**src/rtl/uart_cmd_decoder.sv**
```systemverilog
// Byte-command register file: 'W' addr data / 'R' addr, one reply byte per command.
// Reply is presented 1 cycle after the final byte and held until tx_ready; bytes arriving mid-reply are dropped with err.
module uart_cmd_decoder #(
    parameter int REG_COUNT      = 4,
    parameter int TIMEOUT_CYCLES = 1000
) (
    input  logic       clk,
    input  logic       rst,
    input  logic [7:0] rx_data,
    input  logic       rx_valid,
    output logic [7:0] tx_data,
    output logic       tx_valid,
    input  logic       tx_ready,
    output logic [5:0] led,
    output logic       err
);
    localparam int AW = (REG_COUNT > 1) ? $clog2(REG_COUNT) : 1;
    localparam int CW = $clog2(TIMEOUT_CYCLES);
    localparam logic [7:0]    REG_LIMIT = 8'(REG_COUNT);
    localparam logic [CW-1:0] CNT_LAST  = CW'(TIMEOUT_CYCLES - 1);
    localparam logic [7:0]    CMD_W     = 8'h57;
    localparam logic [7:0]    CMD_R     = 8'h52;
    localparam logic [7:0]    RSP_OK    = 8'h4B;
    localparam logic [7:0]    RSP_BAD   = 8'h3F;

    typedef enum logic [1:0] {IDLE, GET_ADDR, GET_DATA, SEND} state_t;

    state_t        state, state_next;
    logic          op_write, op_write_next;
    logic [AW-1:0] addr;
    logic          addr_ok;
    logic [7:0]    regs [REG_COUNT];
    logic [CW-1:0] cnt, cnt_next;
    logic          addr_load, reg_we, tx_load, err_next;
    logic [7:0]    tx_next;
    logic [AW-1:0] rx_addr;
    logic          rx_addr_ok;

    assign rx_addr    = rx_data[AW-1:0];
    assign rx_addr_ok = rx_data < REG_LIMIT;
    assign tx_valid   = (state == SEND);

    always_comb begin
        state_next    = state;
        op_write_next = op_write;
        cnt_next      = cnt;
        addr_load     = 1'b0;
        reg_we        = 1'b0;
        tx_load       = 1'b0;
        tx_next       = tx_data;
        err_next      = 1'b0;
        unique case (state)
            IDLE: begin
                if (rx_valid) begin
                    cnt_next = '0;
                    if (rx_data == CMD_W || rx_data == CMD_R) begin
                        state_next    = GET_ADDR;
                        op_write_next = (rx_data == CMD_W);
                    end else begin
                        err_next = 1'b1;
                    end
                end
            end
            GET_ADDR: begin
                // An arriving byte takes priority over the timeout on the same cycle.
                if (rx_valid) begin
                    cnt_next  = '0;
                    addr_load = 1'b1;
                    if (op_write) begin
                        state_next = GET_DATA;
                    end else begin
                        state_next = SEND;
                        tx_load    = 1'b1;
                        tx_next    = rx_addr_ok ? regs[rx_addr] : RSP_BAD;
                        err_next   = !rx_addr_ok;
                    end
                end else if (cnt == CNT_LAST) begin
                    state_next = IDLE;
                    cnt_next   = '0;
                    err_next   = 1'b1;
                end else begin
                    cnt_next = cnt + CW'(1);
                end
            end
            GET_DATA: begin
                if (rx_valid) begin
                    cnt_next   = '0;
                    state_next = SEND;
                    reg_we     = addr_ok;
                    tx_load    = 1'b1;
                    tx_next    = addr_ok ? RSP_OK : RSP_BAD;
                    err_next   = !addr_ok;
                end else if (cnt == CNT_LAST) begin
                    state_next = IDLE;
                    cnt_next   = '0;
                    err_next   = 1'b1;
                end else begin
                    cnt_next = cnt + CW'(1);
                end
            end
            SEND: begin
                err_next = rx_valid;
                if (tx_ready) begin
                    state_next = IDLE;
                end
            end
        endcase
    end

    always_ff @(posedge clk or posedge rst) begin
        if (rst) begin
            state    <= IDLE;
            op_write <= 1'b0;
            addr     <= '0;
            addr_ok  <= 1'b0;
            cnt      <= '0;
            tx_data  <= '0;
            err      <= 1'b0;
            led      <= '0;
            for (int i = 0; i < REG_COUNT; i++) begin
                regs[i] <= '0;
            end
        end else begin
            state    <= state_next;
            op_write <= op_write_next;
            cnt      <= cnt_next;
            err      <= err_next;
            led      <= regs[0][5:0];
            if (addr_load) begin
                addr    <= rx_addr;
                addr_ok <= rx_addr_ok;
            end
            if (tx_load) begin
                tx_data <= tx_next;
            end
            if (reg_we) begin
                regs[addr] <= rx_data;
            end
        end
    end
endmodule
```
**config.mk**
```make
export PLATFORM = sky130hd
export DESIGN_NAME = uart_cmd_decoder
export DESIGN_NICKNAME = d
export VERILOG_FILES = /design/src/rtl/uart_cmd_decoder.sv
export SDC_FILE = /design/constraint.sdc
export NUM_CORES = 1
export LEC_CHECK = 0
export CORE_UTILIZATION = 30
export DETAILED_ROUTE_END_ITERATION = 6
export SYNTH_ARGS = -nofsm -noshare
export SYNTH_HDL_FRONTEND = slang
export SYNTH_SLANG_ARGS = --single-unit
```
**constraint.sdc**
```tcl
create_clock -name clk -period 3.05 [get_ports clk]
set_input_delay 0.305 -clock clk [delete_from_list [all_inputs] [get_ports clk]]
set_output_delay 0.305 -clock clk [all_outputs]
set_load 0.1 [all_outputs]
```
==> flow_summary.yaml <==
clock_tree:
  ctsResizeCount: 0
  insertion_delay_ns: 0.35
  cts-root-buf: "clkbuf_8"
  clkTransAtPathRegs_ns: 0.08
  numCtsBuffers: 9
  post-cts-setup-buffer-count: 0
  cts_sinks: 63
  tritoncts: "yes"
  cts-hold-fix-buffers: 0
  clk_path_buf_depth: 2
  cts_max_level: 3
sta:
  fin_crit_ns: 2.21
  post-route-period-util_pct: 72.4
  tightest_slew_ns: 0.989
  skew_ns: 0.0117
  fin_ws_ns: 0.840
  drv_slew: 0
  setup_violations: 0
  grt_setup_unrepaired: "no"
  slew_headroom_pct: 33.8
  hold_viol_final: 0
  max_freq_mhz: 453
  fin_tns_setup_ns: 0
yosys:
  synth_seq_cells: 63
  postSynth.asyncResetShare_pct: 100
  netlist_area_sq_um: 3050
  yosys_warnings: 0
  synth.largest_area_cell: "dfrtp_1"
  yosysSeqAreaShare_pct: 51.7
  synth-edff-count: 0
  yosysUniqueCellTypes: 44
  yosys.area.top_type_share_pct: 51.7
  synthFlopType: "dfrtp_1"
  netlist_instances: 243
  yosys-top-cells-area: "dfrtp_1, mux2_2, mux4_2"
  syn_avg_cell_area_sq_um: 12.5
  synth_fp_nets: 260
finish:
  diodes: 0
  final_nets: 289
  layout-drive-gt1-share_pct: 27.8
  utilization_pct: 36.6
  area.growth.synth_to_final_pct: 17.9
setup_path:
  path_buf_inv: 1
  slowest_stage: "nor3_2"
  critical_path.cell_chain: "inv_1, ha_1, nand3_2, nor3_2, mux2_2"
  rr_startpoint: "state[0]"
  r2r_end: "regs[24]"
  path_class: "flip-flop to flip-flop"
  cp-start-kind: "flip-flop"
  cp-endpoint: "regs[24]"
  reg2reg_setup_slack_ns: 0.84
  crit_required_ns: 3.28
  cp_top_family: "simple AND/OR/NAND/NOR gates"
  worstPathArrival_ns: 2.44
  critPathMaxFanout: 10
  path_depth: 5
  cp-end-kind: "flip-flop"
  worstSetupStartpoint: "state[0]"
  r2r_cells: 5
  slowest_delay_ns: 0.63
power:
  p_int_uw: 1550
  powerDensity_nw_per_um2: 763
  swShare_pct: 43.5
  power.total_uw: 2740
  clkPwrFrac_pct: 24.3
  ir_worst_vdd_mv: 0.278
  comb_power_share_pct: 37.2
  seqPwrFrac_pct: 38.5
  leakage_uw: 0.00161
  switchingPower_uw: 1190
floorplanning:
  io_pins: 28
  die_w_um: 103
  core_sq_um: 9820
  dieHeight_um: 103
  rows: 36
  die-area_sq_um: 10600
  initial_core_util_pct: 31.0
outcome:
  run_status: "finished, final reports clean"
min_path:
  hold_class: "flip-flop to flip-flop"
global_routing:
  grt_pass1_vias: 2025
  grt_pass1_wl_mm: 10.7
  grt_usage_pct: 13.5
  antenna_found_initial: 0
  overflow: 0
  grt_max_degree: 64
detailed_routing:
  via_count: 1957
  drtAntennaViolNets: 0
  drc: 0
  dr.first_iter.drc_count: 112
  dr.pass1.iters: 4
  drt_wl_total_mm: 6.25
  wl_per_cell_um: 15.2
  vias_per_cell: 4.77
placement:
  post-place-ws_ns: 0.842
  dp_hpwl_mm: 4.31
  io_buffers: 27
  gp_congestion: 0.779
flow_run:
  drv_cap: 0
[power by group through the flow]
| stage | Clock (uW) | Sequential, uW | Combinational [uW] |
|---|---|---|---|
| 6_report | 665 | 1060 | 1020 |
| 2_1_floorplan | 0 | 1450 | 412 |
| 3_5_place_dp | 0 | 1070 | 1030 |
| 4_1_cts | 693 | 1060 | 1030 |
| 3_3_place_gp | 0 | 1070 | 1010 |
| 5_1_grt | 727 | 1070 | 1100 |
[flip-flops by register name, summed over array words and instances (netlist names)]
| signal | count |
|---|---|
| addr_ok | 1 |
| err | 1 |
| state | 2 |
| addr | 2 |
| regs | 32 |
| led | 6 |
| op_write | 1 |
| cnt | 10 |
| tx_data | 8 |
[layer usage]
| metal | part of all wire [%] | global-route usage, % |
|---|---|---|
| met1 | 50 | 18.3 |
| met2 | 45 | 20.7 |
| met3 | 3.5 | 3.19 |
| met4 | 1.9 | 6.18 |
| met5 | 0 | 0 |
[cell usage after synthesis, types with 2 or more instances]
cell type and count:
xnor2_1 6, nor3_1 4, nor4bb_1 2, nand2_1 18
nand4_1 7, inv_1 6, mux2_2 29, a22oi_1 2
nor2_1 15, mux4_2 8, buf_4 3, buf_2 5
a21oi_1 3, mux2_4 8, ha_1 5, dfrtp_1 63
nor2b_1 5, o21ai_0 13, buf_6 3, nand3_1 5
nand3b_1 2, nor3_2 2, o211ai_1 6, xor2_1 2
and4_1 2
[worst min-delay path by stage]
stage | cells past startpoint | to | slack (ns) | from
2_1_floorplan | 0 | led[0] | 0.37 | regs[24]
3_3_place_gp | 0 | led[4] | 0.40 | regs[28]
3_5_place_dp | 0 | led[5] | 0.39 | regs[29]
4_1_cts | 0 | led[5] | 0.41 | regs[29]
5_1_grt | 0 | led[5] | 0.42 | regs[29]
6_report | 0 | led[5] | 0.41 | regs[29]
[stage by stage]
stage / std cells / hold slack [ns] / area (sq um)
final: 410 / 0.406 / 3590
after global routing: 410 / 0.422 / 3590
after CTS: 410 / 0.408 / 3590
after detailed placement: 394 / 0.388 / 3410
after global placement: 394 / 0.395 / 3410
after floorplan: 243 / 0.366 / 3050
[worst register-to-register path: cells and delay by family, from the launching register on]
family                   cells  cell delay [ns]
adder cells (fa/ha/maj)      1             0.38
AND/OR/NAND/NOR              2             0.77
buffers and inverters        1             0.11
flip-flops                   1             0.41
multiplexers                 1             0.41
[layout make-up]
cell class                      instances  area, sq um
Inverter                                6         22.5
Clock buffer                            9          124
Sequential cell                        63         1580
Timing Repair Buffer                   31          290
Fill cell                            1013         6230
Multi-Input combinational cell        161         1360
Tap cell                              133          166
Clock inverter                          7         55.1
[placed cells by master, fill, tap and decap left out, drive strengths merged, types with 3 or more instances in the layout]
cell type / netlist / final
dfrtp: 63 / 63
mux2: 37 / 37
clkdlybuf4s50: 0 / 23
nand2: 18 / 18
nor2: 16 / 16
o21ai: 13 / 13
clkbuf: 2 / 9
inv: 6 / 9
mux4: 8 / 8
buf: 11 / 8
nand4: 7 / 7
xnor2: 6 / 6
o211ai: 6 / 6
nand3: 6 / 6
nor3: 6 / 6
nor2b: 5 / 5
ha: 5 / 5
a21oi: 3 / 3
nand3b: 3 / 3
[cell families (layout without fill, tap and decap cells)]
logic type / Yosys count / after routing / synth area share, %
fa+ha+maj: 5 / 5 / 2.05
xor+xnor: 8 / 8 / 2.30
simple gates: 71 / 71 / 12.8
flops: 63 / 63 / 51.7
mux: 46 / 46 / 21.0
buf+inv: 19 / 53 / 3.69
compound gates: 31 / 31 / 6.45
Power figures use the tool's default switching activity.
